<file path="src/rtl/requant_pkg.sv">
// Shared constants and helpers for the per-channel requantizer.
package requant_pkg;

  localparam int DEF_MULT_C  = 116;
  localparam int DEF_SHIFT_C = 16;
  localparam int DEF_BIAS_C  = 0;

  // Channel index width; a single-channel build still gets a 1-bit index.
  function automatic int ch_w(input int n);
    return (n > 1) ? $clog2(n) : 1;
  endfunction

  // Largest signed value representable in w bits.
  function automatic int out_max(input int w);
    return (1 << (w - 1)) - 1;
  endfunction

  // Most negative signed value representable in w bits.
  function automatic int out_min(input int w);
    return -(1 << (w - 1));
  endfunction

endpackage

</file>
<file path="src/rtl/requant_cfg_table.sv">
// Per-channel bias/multiplier/shift register file.
// Synchronous write and combinational read. A read and a write to the same
// entry in one cycle returns the old contents. Writes to indices beyond
// NUM_CH-1 are dropped.
module requant_cfg_table
  import requant_pkg::*;
#(
  parameter int NUM_CH    = 16,
  parameter int MULT_W    = 16,
  parameter int SHIFT_W   = 6,
  parameter int BIAS_W    = 32,
  parameter int DEF_MULT  = DEF_MULT_C,
  parameter int DEF_SHIFT = DEF_SHIFT_C,
  localparam int CH_W     = ch_w(NUM_CH)
) (
  input  logic                     clk,
  input  logic                     rst_n,
  input  logic                     we,
  input  logic [CH_W-1:0]          wr_ch,
  input  logic [MULT_W-1:0]        wr_mult,
  input  logic [SHIFT_W-1:0]       wr_shift,
  input  logic signed [BIAS_W-1:0] wr_bias,
  input  logic [CH_W-1:0]          rd_ch,
  output logic [MULT_W-1:0]        rd_mult,
  output logic [SHIFT_W-1:0]       rd_shift,
  output logic signed [BIAS_W-1:0] rd_bias
);

  logic [MULT_W-1:0]        mult_q  [NUM_CH];
  logic [MULT_W-1:0]        mult_d  [NUM_CH];
  logic [SHIFT_W-1:0]       shift_q [NUM_CH];
  logic [SHIFT_W-1:0]       shift_d [NUM_CH];
  logic signed [BIAS_W-1:0] bias_q  [NUM_CH];
  logic signed [BIAS_W-1:0] bias_d  [NUM_CH];

  // Next-state of the table: copy, then overwrite the addressed entry.
  always_comb begin
    mult_d  = mult_q;
    shift_d = shift_q;
    bias_d  = bias_q;
    if (we && (int'(wr_ch) < NUM_CH)) begin
      mult_d[wr_ch]  = wr_mult;
      shift_d[wr_ch] = wr_shift;
      bias_d[wr_ch]  = wr_bias;
    end
  end

  // Table storage, reset to the default requant parameters.
  always_ff @(posedge clk or negedge rst_n) begin
    if (!rst_n) begin
      for (int i = 0; i < NUM_CH; i++) begin
        mult_q[i]  <= MULT_W'(DEF_MULT);
        shift_q[i] <= SHIFT_W'(DEF_SHIFT);
        bias_q[i]  <= BIAS_W'(DEF_BIAS_C);
      end
    end else begin
      mult_q  <= mult_d;
      shift_q <= shift_d;
      bias_q  <= bias_d;
    end
  end

  // Combinational read port used by the first pipeline stage.
  always_comb begin
    rd_mult  = mult_q[rd_ch];
    rd_shift = shift_q[rd_ch];
    rd_bias  = bias_q[rd_ch];
  end

endmodule

</file>
<file path="src/rtl/requant_pipe.sv">
// Per-channel requantizer: IN_W-bit accumulators -> OUT_W-bit activations.
//   S1: add channel bias, latch channel mult/shift
//   S2: multiply by unsigned channel multiplier
//   S3: round-half-up shift, add zero point, saturate
// All stages advance together on en = !out_valid || out_ready.
// Build option REQUANT_RELU_EN raises the lower clamp bound to ZERO_POINT.
module requant_pipe
  import requant_pkg::*;
#(
  parameter int IN_W       = 32,
  parameter int OUT_W      = 8,
  parameter int MULT_W     = 16,
  parameter int SHIFT_W    = 6,
  parameter int BIAS_W     = 32,
  parameter int NUM_CH     = 16,
  parameter int DEF_MULT   = DEF_MULT_C,
  parameter int DEF_SHIFT  = DEF_SHIFT_C,
  parameter int ZERO_POINT = 0,
  localparam int CH_W      = ch_w(NUM_CH)
) (
  input  logic                     clk,
  input  logic                     rst_n,
  input  logic                     in_valid,
  output logic                     in_ready,
  input  logic signed [IN_W-1:0]   in_data,
  input  logic                     in_first,
  output logic                     out_valid,
  input  logic                     out_ready,
  output logic signed [OUT_W-1:0]  out_data,
  output logic [CH_W-1:0]          out_ch,
  input  logic                     cfg_we,
  input  logic [CH_W-1:0]          cfg_ch,
  input  logic [MULT_W-1:0]        cfg_mult,
  input  logic [SHIFT_W-1:0]       cfg_shift,
  input  logic signed [BIAS_W-1:0] cfg_bias,
  output logic [15:0]              sat_cnt
);

  localparam int SUM_W = IN_W + 1;
  localparam int PW    = IN_W + MULT_W + 2;

  localparam logic signed [PW:0]   RND_ONE = 1;
  localparam logic signed [PW+1:0] ZP_W    = (PW+2)'(ZERO_POINT);
  localparam logic signed [PW+1:0] HI_W    = (PW+2)'(out_max(OUT_W));
`ifdef REQUANT_RELU_EN
  localparam logic signed [PW+1:0] LO_W    = ZP_W;
`else
  localparam logic signed [PW+1:0] LO_W    = (PW+2)'(out_min(OUT_W));
`endif

  logic                     en;
  logic                     accept;
  logic [CH_W-1:0]          acc_ch;

  logic [MULT_W-1:0]        tbl_mult;
  logic [SHIFT_W-1:0]       tbl_shift;
  logic signed [BIAS_W-1:0] tbl_bias;

  logic [CH_W-1:0]          ctr_q, ctr_d;

  logic                     v1_q, v1_d;
  logic signed [SUM_W-1:0]  sum1_q, sum1_d;
  logic [MULT_W-1:0]        mult1_q, mult1_d;
  logic [SHIFT_W-1:0]       shift1_q, shift1_d;
  logic [CH_W-1:0]          ch1_q, ch1_d;

  logic                     v2_q, v2_d;
  logic signed [PW-1:0]     prod2_q, prod2_d;
  logic [SHIFT_W-1:0]       shift2_q, shift2_d;
  logic [CH_W-1:0]          ch2_q, ch2_d;

  logic                     out_valid_q, out_valid_d;
  logic signed [OUT_W-1:0]  out_data_q, out_data_d;
  logic [CH_W-1:0]          out_ch_q, out_ch_d;
  logic                     out_sat_q, out_sat_d;
  logic [15:0]              sat_cnt_q, sat_cnt_d;

  logic signed [PW:0]       rnd_w;
  logic signed [PW:0]       r_w;
  logic signed [PW+1:0]     v_w;
  logic signed [OUT_W-1:0]  clamp_w;
  logic                     sat_w;

  requant_cfg_table #(
    .NUM_CH    (NUM_CH),
    .MULT_W    (MULT_W),
    .SHIFT_W   (SHIFT_W),
    .BIAS_W    (BIAS_W),
    .DEF_MULT  (DEF_MULT),
    .DEF_SHIFT (DEF_SHIFT)
  ) u_table (
    .clk      (clk),
    .rst_n    (rst_n),
    .we       (cfg_we),
    .wr_ch    (cfg_ch),
    .wr_mult  (cfg_mult),
    .wr_shift (cfg_shift),
    .wr_bias  (cfg_bias),
    .rd_ch    (acc_ch),
    .rd_mult  (tbl_mult),
    .rd_shift (tbl_shift),
    .rd_bias  (tbl_bias)
  );

  // S3 arithmetic: round half toward +inf, add zero point, saturate on full width.
  always_comb begin
    rnd_w = '0;
    if (shift2_q != '0) begin
      rnd_w = RND_ONE << (shift2_q - SHIFT_W'(1));
    end
    r_w     = ((PW+1)'(prod2_q) + rnd_w) >>> shift2_q;
    v_w     = (PW+2)'(r_w) + ZP_W;
    sat_w   = 1'b0;
    clamp_w = v_w[OUT_W-1:0];
    if (v_w > HI_W) begin
      sat_w   = 1'b1;
      clamp_w = HI_W[OUT_W-1:0];
    end else if (v_w < LO_W) begin
      sat_w   = 1'b1;
      clamp_w = LO_W[OUT_W-1:0];
    end
  end

  // Handshake, channel counter and next-state of every pipeline stage.
  always_comb begin
    en     = !out_valid_q || out_ready;
    accept = in_valid && en;
    acc_ch = in_first ? '0 : ctr_q;

    ctr_d       = ctr_q;
    v1_d        = v1_q;
    sum1_d      = sum1_q;
    mult1_d     = mult1_q;
    shift1_d    = shift1_q;
    ch1_d       = ch1_q;
    v2_d        = v2_q;
    prod2_d     = prod2_q;
    shift2_d    = shift2_q;
    ch2_d       = ch2_q;
    out_valid_d = out_valid_q;
    out_data_d  = out_data_q;
    out_ch_d    = out_ch_q;
    out_sat_d   = out_sat_q;
    sat_cnt_d   = sat_cnt_q;

    if (accept) begin
      ctr_d = (int'(acc_ch) == NUM_CH - 1) ? '0 : acc_ch + CH_W'(1);
    end

    if (en) begin
      v1_d = in_valid;
      if (in_valid) begin
        sum1_d   = SUM_W'(in_data) + SUM_W'(tbl_bias);
        mult1_d  = tbl_mult;
        shift1_d = tbl_shift;
        ch1_d    = acc_ch;
      end
      v2_d = v1_q;
      if (v1_q) begin
        prod2_d  = PW'(sum1_q) * PW'($signed({1'b0, mult1_q}));
        shift2_d = shift1_q;
        ch2_d    = ch1_q;
      end
      out_valid_d = v2_q;
      if (v2_q) begin
        out_data_d = clamp_w;
        out_ch_d   = ch2_q;
        out_sat_d  = sat_w;
      end
    end

    if (out_valid_q && out_ready && out_sat_q && (sat_cnt_q != 16'hFFFF)) begin
      sat_cnt_d = sat_cnt_q + 16'd1;
    end
  end

  // Pipeline registers; reset drops everything in flight.
  always_ff @(posedge clk or negedge rst_n) begin
    if (!rst_n) begin
      ctr_q       <= '0;
      v1_q        <= 1'b0;
      sum1_q      <= '0;
      mult1_q     <= '0;
      shift1_q    <= '0;
      ch1_q       <= '0;
      v2_q        <= 1'b0;
      prod2_q     <= '0;
      shift2_q    <= '0;
      ch2_q       <= '0;
      out_valid_q <= 1'b0;
      out_data_q  <= '0;
      out_ch_q    <= '0;
      out_sat_q   <= 1'b0;
      sat_cnt_q   <= '0;
    end else begin
      ctr_q       <= ctr_d;
      v1_q        <= v1_d;
      sum1_q      <= sum1_d;
      mult1_q     <= mult1_d;
      shift1_q    <= shift1_d;
      ch1_q       <= ch1_d;
      v2_q        <= v2_d;
      prod2_q     <= prod2_d;
      shift2_q    <= shift2_d;
      ch2_q       <= ch2_d;
      out_valid_q <= out_valid_d;
      out_data_q  <= out_data_d;
      out_ch_q    <= out_ch_d;
      out_sat_q   <= out_sat_d;
      sat_cnt_q   <= sat_cnt_d;
    end
  end

  assign in_ready  = en;
  assign out_valid = out_valid_q;
  assign out_data  = out_data_q;
  assign out_ch    = out_ch_q;
  assign sat_cnt   = sat_cnt_q;

endmodule
</file>
<file path="config.mk">
export PLATFORM = sky130hd
export DESIGN_NAME = requant_pipe
export DESIGN_NICKNAME = d
export VERILOG_FILES = /design/src/rtl/requant_pkg.sv /design/src/rtl/requant_cfg_table.sv /design/src/rtl/requant_pipe.sv
export SDC_FILE = /design/constraint.sdc
export NUM_CORES = 2
export LEC_CHECK = 0
export BUFFER_PORTS_ARGS = -buffer_cell sky130_fd_sc_hd__clkbuf_2
export CAP_MARGIN = 10
export CORE_AREA = 4 4 496 498
export CTS_BUF_LIST = sky130_fd_sc_hd__clkbuf_4 sky130_fd_sc_hd__clkbuf_8
export DETAILED_ROUTE_END_ITERATION = 8
export DIE_AREA = 0 0 500 502
export GPL_ROUTABILITY_DRIVEN = 0
export PLACE_DENSITY = 0.44
export SLEW_MARGIN = 0
export SYNTH_ARGS = -nofsm -noshare
export SYNTH_HDL_FRONTEND = slang
export SYNTH_HIERARCHICAL = 1
export SYNTH_SLANG_ARGS = --single-unit
</file>
<file path="constraint.sdc">
create_clock -name clk -period 8.25 [get_ports clk]
set_input_delay 1.2375 -clock clk [delete_from_list [all_inputs] [get_ports clk]]
set_output_delay 1.2375 -clock clk [all_outputs]
set_load 0.03 [all_outputs]
</file>
Word-level counts from Yosys, hierarchy flattened
Cells that the tools add are included.
{"block": "word_totals", "out_inout_bits": 30, "mem_count": 0, "latch_bits": 0, "inputBits": 96, "regBits": 1019, "romBits": 0, "mem_bits_rw": 0}
{"block": "classes", "n_mul": 1, "n_shift": 2, "bitwise_logic": 2, "eq_ne": 2, "div_mod_pow": 0, "n_reduce_logical": 11, "mux": 25, "order_cmp": 5, "addsub": 5}
{"operator": "bitwise mux 512 bit", "n": 1}
{"operator": "bitwise mux 256 bit", "n": 1}
{"operator": "binary-select mux 32 bit (select 4 bit)", "n": 1}
{"operator": "demux 32 bit (select 4 bit)", "n": 1}
{"operator": "bitwise mux 96 bit", "n": 1}
{"operator": "two-way mux 32 bit", "n": 3}
{"operator": "binary-select mux 16 bit (select 4 bit)", "n": 1}
{"operator": "demux 16 bit (select 4 bit)", "n": 1}
{"operator": "adder 50 x 51 -> 51 bit", "n": 1}
{"operator": "greater-than comparator 51 x 8 -> 1 bit (second input constant)", "n": 1}
{"operator": "< comparator 51 x 8 -> 1 bit (second input constant)", "n": 1}
{"operator": "two-way mux 51 bit", "n": 1}
{"operator": "left shift 1 x 6 -> 51 bit (first input constant)", "n": 1}
{"operator": ">>> shifter 51 x 6 -> 51 bit", "n": 1}
{"operator": "multiplier 33 x 17 -> 50 bit", "n": 1}
{"operator": "two-way mux 16 bit", "n": 3}
{"operator": "adder 32 x 32 -> 33 bit", "n": 1}
{"operator": "binary-select mux 6 bit (select 4 bit)", "n": 1}
{"operator": "demux 6 bit (select 4 bit)", "n": 1}
{"operator": "two-way mux 6 bit", "n": 3}
{"operator": "adder 16 x 1 -> 16 bit (second input constant)", "n": 1}
{"operator": "two-way mux 8 bit", "n": 2}
{"operator": "inequality test 16 bit (second input constant)", "n": 1}
{"operator": ">= comparator 5 bit (second input constant)", "n": 2}
{"operator": "12 further kinds", "n": 21}

Logic depth before layout (Yosys ltp)
{"block": "depth", "word_depth": 8, "mapped_depth": 31, "mapped_depth_nobuf": 29}

Hierarchy
The synthesis kept the hierarchy.
{"mod": "requant_cfg_table", "n_inst": 1, "cells_per_inst": 2346, "area_per_inst_um2": 38833.5}
{"mod": "requant_pipe", "n_inst": 1, "cells_per_inst": 3956, "area_per_inst_um2": 33223.1}

Least setup slack after synthesis
OpenSTA, ideal clock, no wires.
{"block": "synth_path", "path_kind": "register to register", "start": "reg mult1_q[8]", "end": "reg prod2_q[47]", "n_path_buf": 2, "arrival_ns": 7.325, "required_time_ns": 8.115, "setup_ns": 0.135, "synth_period_minus_slack_ns": 7.460, "setup_slack_ns": 0.790, "stages_incl_launch_ff": 30, "cell_sequence": "dfrtp_1 -> clkbuf_1 -> clkbuf_1 -> nand2_1 -> fa_1 -> inv_1 -> fa_1 -> inv_1 -> fa_1 -> inv_1 -> fa_1 -> inv_1 -> fa_1 -> inv_1 -> fa_1 -> ha_1 -> or4_1 -> or3_1 -> o211ai_1 -> a31oi_1 -> a2111oi_0 -> nor2_1 -> o31ai_1 -> a21oi_1 -> a21o_1 -> a41o_1 -> a2111oi_0 -> a21oi_1 -> xnor2_1 -> o21ai_0"}
{"block": "synth_between", "elab_chain_cells": 1}
{"item": "start: declaration", "line_no": "requant_pipe.sv:63", "source": "logic [MULT_W-1:0] mult1_q, mult1_d;"}
{"item": "start signal: assignment", "line_no": "requant_pipe.sv:199", "source": "mult1_q <= mult1_d;"}
{"item": "multiplier 33 x 17 -> 50 bit", "line_no": "requant_pipe.sv:160", "source": "prod2_d = PW'(sum1_q) * PW'($signed({1'b0, mult1_q}));"}
{"item": "end signal: assignment", "line_no": "requant_pipe.sv:203", "source": "prod2_q <= prod2_d;"}
{"item": "end: declaration", "line_no": "requant_pipe.sv:68", "source": "logic signed [PW-1:0] prod2_q, prod2_d;"}
No other way between the ends.
A chain may end at the register's enable or synchronous reset.

Worst setup path after layout
{"block": "layout_path", "start": "reg sum1_q[9]", "end": "reg prod2_q[47]"}
{"block": "layout_between", "elab_chain_cells": 1}
{"item": "start: declaration", "line_no": "requant_pipe.sv:62", "source": "logic signed [SUM_W-1:0] sum1_q, sum1_d;"}
{"item": "start signal: assignment", "line_no": "requant_pipe.sv:198", "source": "sum1_q <= sum1_d;"}
{"item": "multiplier 33 x 17 -> 50 bit", "line_no": "requant_pipe.sv:160"}
No other way between the ends.

==> results.py <==
metrics = {
    "run_status": {
        "outcome": "finished clean",
    },
    "sta": {
        "hold_viol_final": 0,
        "fmax_ghz": 0.1258,
        "fin_crit_ns": 7.948,
        "finalMaxSlewViolations": 0,
        "slew_headroom": 0.1817,
        "worst_pin_slew_ns": 1.223,
        "timing.setup.tns_ns": 0,
        "fin_skew_ns": 0.1040,
        "timing.final.crit_share": 0.9634,
        "setup_viol": 0,
    },
    "finish": {
        "drive_gt1_frac": 0.2996,
        "final_nets": 7200,
        "fill_cells": 24240,
        "areaGrowthSynthToFinish_pct": 12.51,
    },
    "clock_tree": {
        "cts_tree": "yes",
        "ctsHoldBuffers": 0,
        "numCtsBuffers": 195,
        "cts_sinks": 1019,
        "cts_max_level": 4,
        "root_buffer": "clkbuf_8",
        "cts_buffer_depth": 3,
        "clk_latency_ns": 1.00,
        "clkTransAtPathRegs_ns": 0.06,
    },
    "yosys": {
        "netlist_instances": 6302,
        "synth_compound_area_frac": 0.08250,
        "synthSimpleGateAreaFrac": 0.09318,
        "syn-cell-area_um2": 72060,
        "synth.area.top_cells": "dfrtp_1 (33%), fa_1 (14%), mux2_2 (13%), mux4_2 (7.3%), ha_1 (3.5%)",
        "synth_fa_ha_area_frac": 0.1756,
        "synth_top_cell_area_share": 0.3261,
        "synth_nets": 7106,
        "yosys_warnings": 6,
        "synth_top_family_by_area": "multiplexers",
        "syn_avg_cell_area_um2": 11.43,
        "synth-seq-cells": 1019,
        "ys_async_sr_fraction": 1.000,
        "yosys.area.top_type": "dfrtp_1",
        "synth_edf_count": 0,
        "synth.mux.area_fraction": 0.2238,
        "synth_xor_area_frac": 0.01288,
        "synth-seq-area-share": 0.3553,
        "synth_top_flop_cell": "dfrtp_1",
        "synth.distinct_cells": 112,
    },
    "route": {
        "num_vias": 49770,
        "routed_wl_um": 230600,
        "postRouteAntennaNets": 0,
        "vias_per_cell": 5.094,
        "drt_iter0_drc": 3101,
        "route.detailed.drc": 0,
        "post_drt_wl_per_cell_um": 23.61,
        "drtPass1Iterations": 5,
    },
    "die": {
        "core.rowCount": 181,
        "initial_core_util": 0.2976,
        "die_area_um2": 251000,
        "die-width_um": 500,
        "coreArea_um2": 242100,
        "io_pins": 126,
        "die_h_um": 502,
    },
    "hold_path": {
        "hp-class": "input port to asynchronous set/reset pin",
    },
    "global_route": {
        "grt_max_degree": 172,
        "grt_pass1_wl_um": 349800,
        "grt-ovfl-total": 0,
        "grt_pass1_vias": 53150,
        "grt_antenna_before_repair": 29,
        "grt_usage": 0.1829,
    },
    "worst_setup_path": {
        "rr_worst_depth": 26,
        "startpoint": "sum1_q[9]",
        "start_kind": "flop",
        "r2r-start": "sum1_q[9]",
        "cp_data_arrival_time_ns": 8.70,
        "required_ns": 9.00,
        "r2r_slack_ns": 0.30,
        "setup.worst_path.class": "flop to flop",
        "cp-end-kind": "flop",
        "r2r_end": "prod2_q[47]",
        "crit_path_max_fanout": 9,
    },
    "placement": {
        "dp_hpwl_um": 160500,
        "io_buffers": 125,
    },
    "flow_run": {
        "drv_cap": 0,
    },
}
==> synthesized netlist by cell type, types with 56 or more instances <==
| cell | number |
|---|---|
| a21oi_1 | 176 |
| a22oi_1 | 112 |
| and2_1 | 229 |
| buf_2 | 108 |
| clkbuf_1 | 251 |
| dfrtp_1 | 939 |
| dfstp_2 | 80 |
| fa_1 | 505 |
| ha_1 | 203 |
| inv_1 | 581 |
| mux2_2 | 843 |
| mux4_2 | 234 |
| nand2_1 | 651 |
| nand3_1 | 58 |
| nor2_1 | 190 |
| nor3_1 | 67 |
| o21ai_0 | 177 |
| xor2_1 | 56 |
==> critical path, stage by stage, from the launching register on <==
cell       delay [ns]
dfrtp_1          0.62
buf_4            0.25
nand2_1          0.08
fa_1             0.54
fa_1             0.45
fa_1             0.57
fa_1             0.46
fa_1             0.56
inv_1            0.06
fa_1             0.43
ha_1             0.35
a21o_1           0.19
a21o_1           0.19
or3_1            0.37
o211ai_1         0.19
buf_4            0.16
a31oi_2          0.11
a2111oi_2        0.36
nor2_1           0.17
o31ai_2          0.28
a21oi_1          0.12
a21o_1           0.23
a41o_1           0.27
a2111oi_0        0.40
a21oi_1          0.09
xnor2_1          0.14
o21ai_0          0.08
==> metal layers <==
| metal | global-route usage | part of all wire |
|---|---|---|
| met5 | 0 | 0.00035 |
| met2 | 0.3139 | 0.50 |
| met4 | 0.04416 | 0.021 |
| met1 | 0.2446 | 0.45 |
| met3 | 0.02438 | 0.037 |
==> cells in the final DEF (no fill, tap or decap), types with 33 or more instances in the layout <==
cell type	netlist	layout
clkbuf_2	1	124
mux4_2	234	234
xnor2_1	50	50
buf_4	12	173
a22oi_1	112	112
a21oi_1	176	176
and2_1	229	227
mux2_2	843	843
a211oi_1	45	45
nand4_1	42	42
nor3_1	67	67
clkbuf_8	0	249
clkbuf_4	0	67
ha_1	203	203
dfstp_2	80	80
xor2_1	56	56
o21ai_0	177	177
nand2_1	651	649
fa_1	505	505
a21o_1	41	41
nand3_1	58	58
dfrtp_1	939	935
o21a_1	33	33
nor2_1	190	189
inv_1	581	581
mux2_4	50	50
==> logic make-up (layout without fill, tap and decap cells) <==
group,count (synthesis),after routing
XOR/XNOR,106,106
buffers and inverters,1004,1258
flip-flops,1019,1019
adder cells (fa/ha/maj),708,708
other,0,11
AND/OR/NAND/NOR,1405,1405
multiplexers,1185,1185
AO/OA/AOI/OAI,875,875
==> sequential cells by signal, summed over array words and instances, names as in the netlist <==
| signal | count |
|---|---|
| prod2_q | 50 |
| ch1_q | 4 |
| out_data | 8 |
| sum1_q | 33 |
| out_valid | 1 |
| u_table/mult_q | 256 |
| out_ch | 4 |
| shift1_q | 6 |
| u_table/shift_q | 96 |
| v1_q | 1 |
| sat_cnt | 16 |
| out_sat_q | 1 |
| v2_q | 1 |
| ch2_q | 4 |
| shift2_q | 6 |
| mult1_q | 16 |
| ctr_q | 4 |
| u_table/bias_q | 512 |
==> worst max path at each step <==
stage	slack, ns	depth (start not counted)	to
2_1_floorplan	0.79	29	prod2_q[47]
3_3_place_gp	0.12	28	prod2_q[47]
3_5_place_dp	-0.001	27	prod2_q[47]
4_1_cts	0.01	27	prod2_q[47]
5_1_grt	-0.02	26	prod2_q[47]
6_report	0.30	26	prod2_q[47]
==> final cells by class <==
type | count | area [µm²] | share of cell area
antenna | 11 | 27.53 | 0.0003395
tap | 3202 | 4006 | 0.04942
clock buffer | 316 | 3930 | 0.04848
sequential | 1019 | 25600 | 0.3158
clock inverter | 41 | 489.2 | 0.006035
multi-input combinational | 4279 | 42490 | 0.5241
timing repair buffer | 318 | 2332 | 0.02877
inverter | 583 | 2188 | 0.02699
==> per-stage QoR <==
stage / setup WS [ns] / util / area [µm²] / hold WS (ns) / std cells
2_1_floorplan: 0.7896 / - / 72060 / 0.4331 / 6302
3_3_place_gp: 0.1153 / 0.3162 / 76560 / 0.4552 / 9398
3_5_place_dp: -0.001074 / 0.3162 / 76560 / 0.4631 / 9398
4_1_cts: 0.01152 / 0.3345 / 80980 / 0.1846 / 9755
5_1_grt: -0.01765 / 0.3348 / 81050 / 0.2552 / 9761
6_report: 0.3017 / 0.3349 / 81070 / 0.2750 / 9769
==> what timing repair did <==
item,in CTS,in global routing
gates cloned,0,1
resized for setup,1,5
pin swaps,0,1
setup endpoints to repair,2,4
buffers inserted,0,1
Power is not shown: default switching activity piles up to over one toggle a cycle in this logic, so the estimate is an artifact.
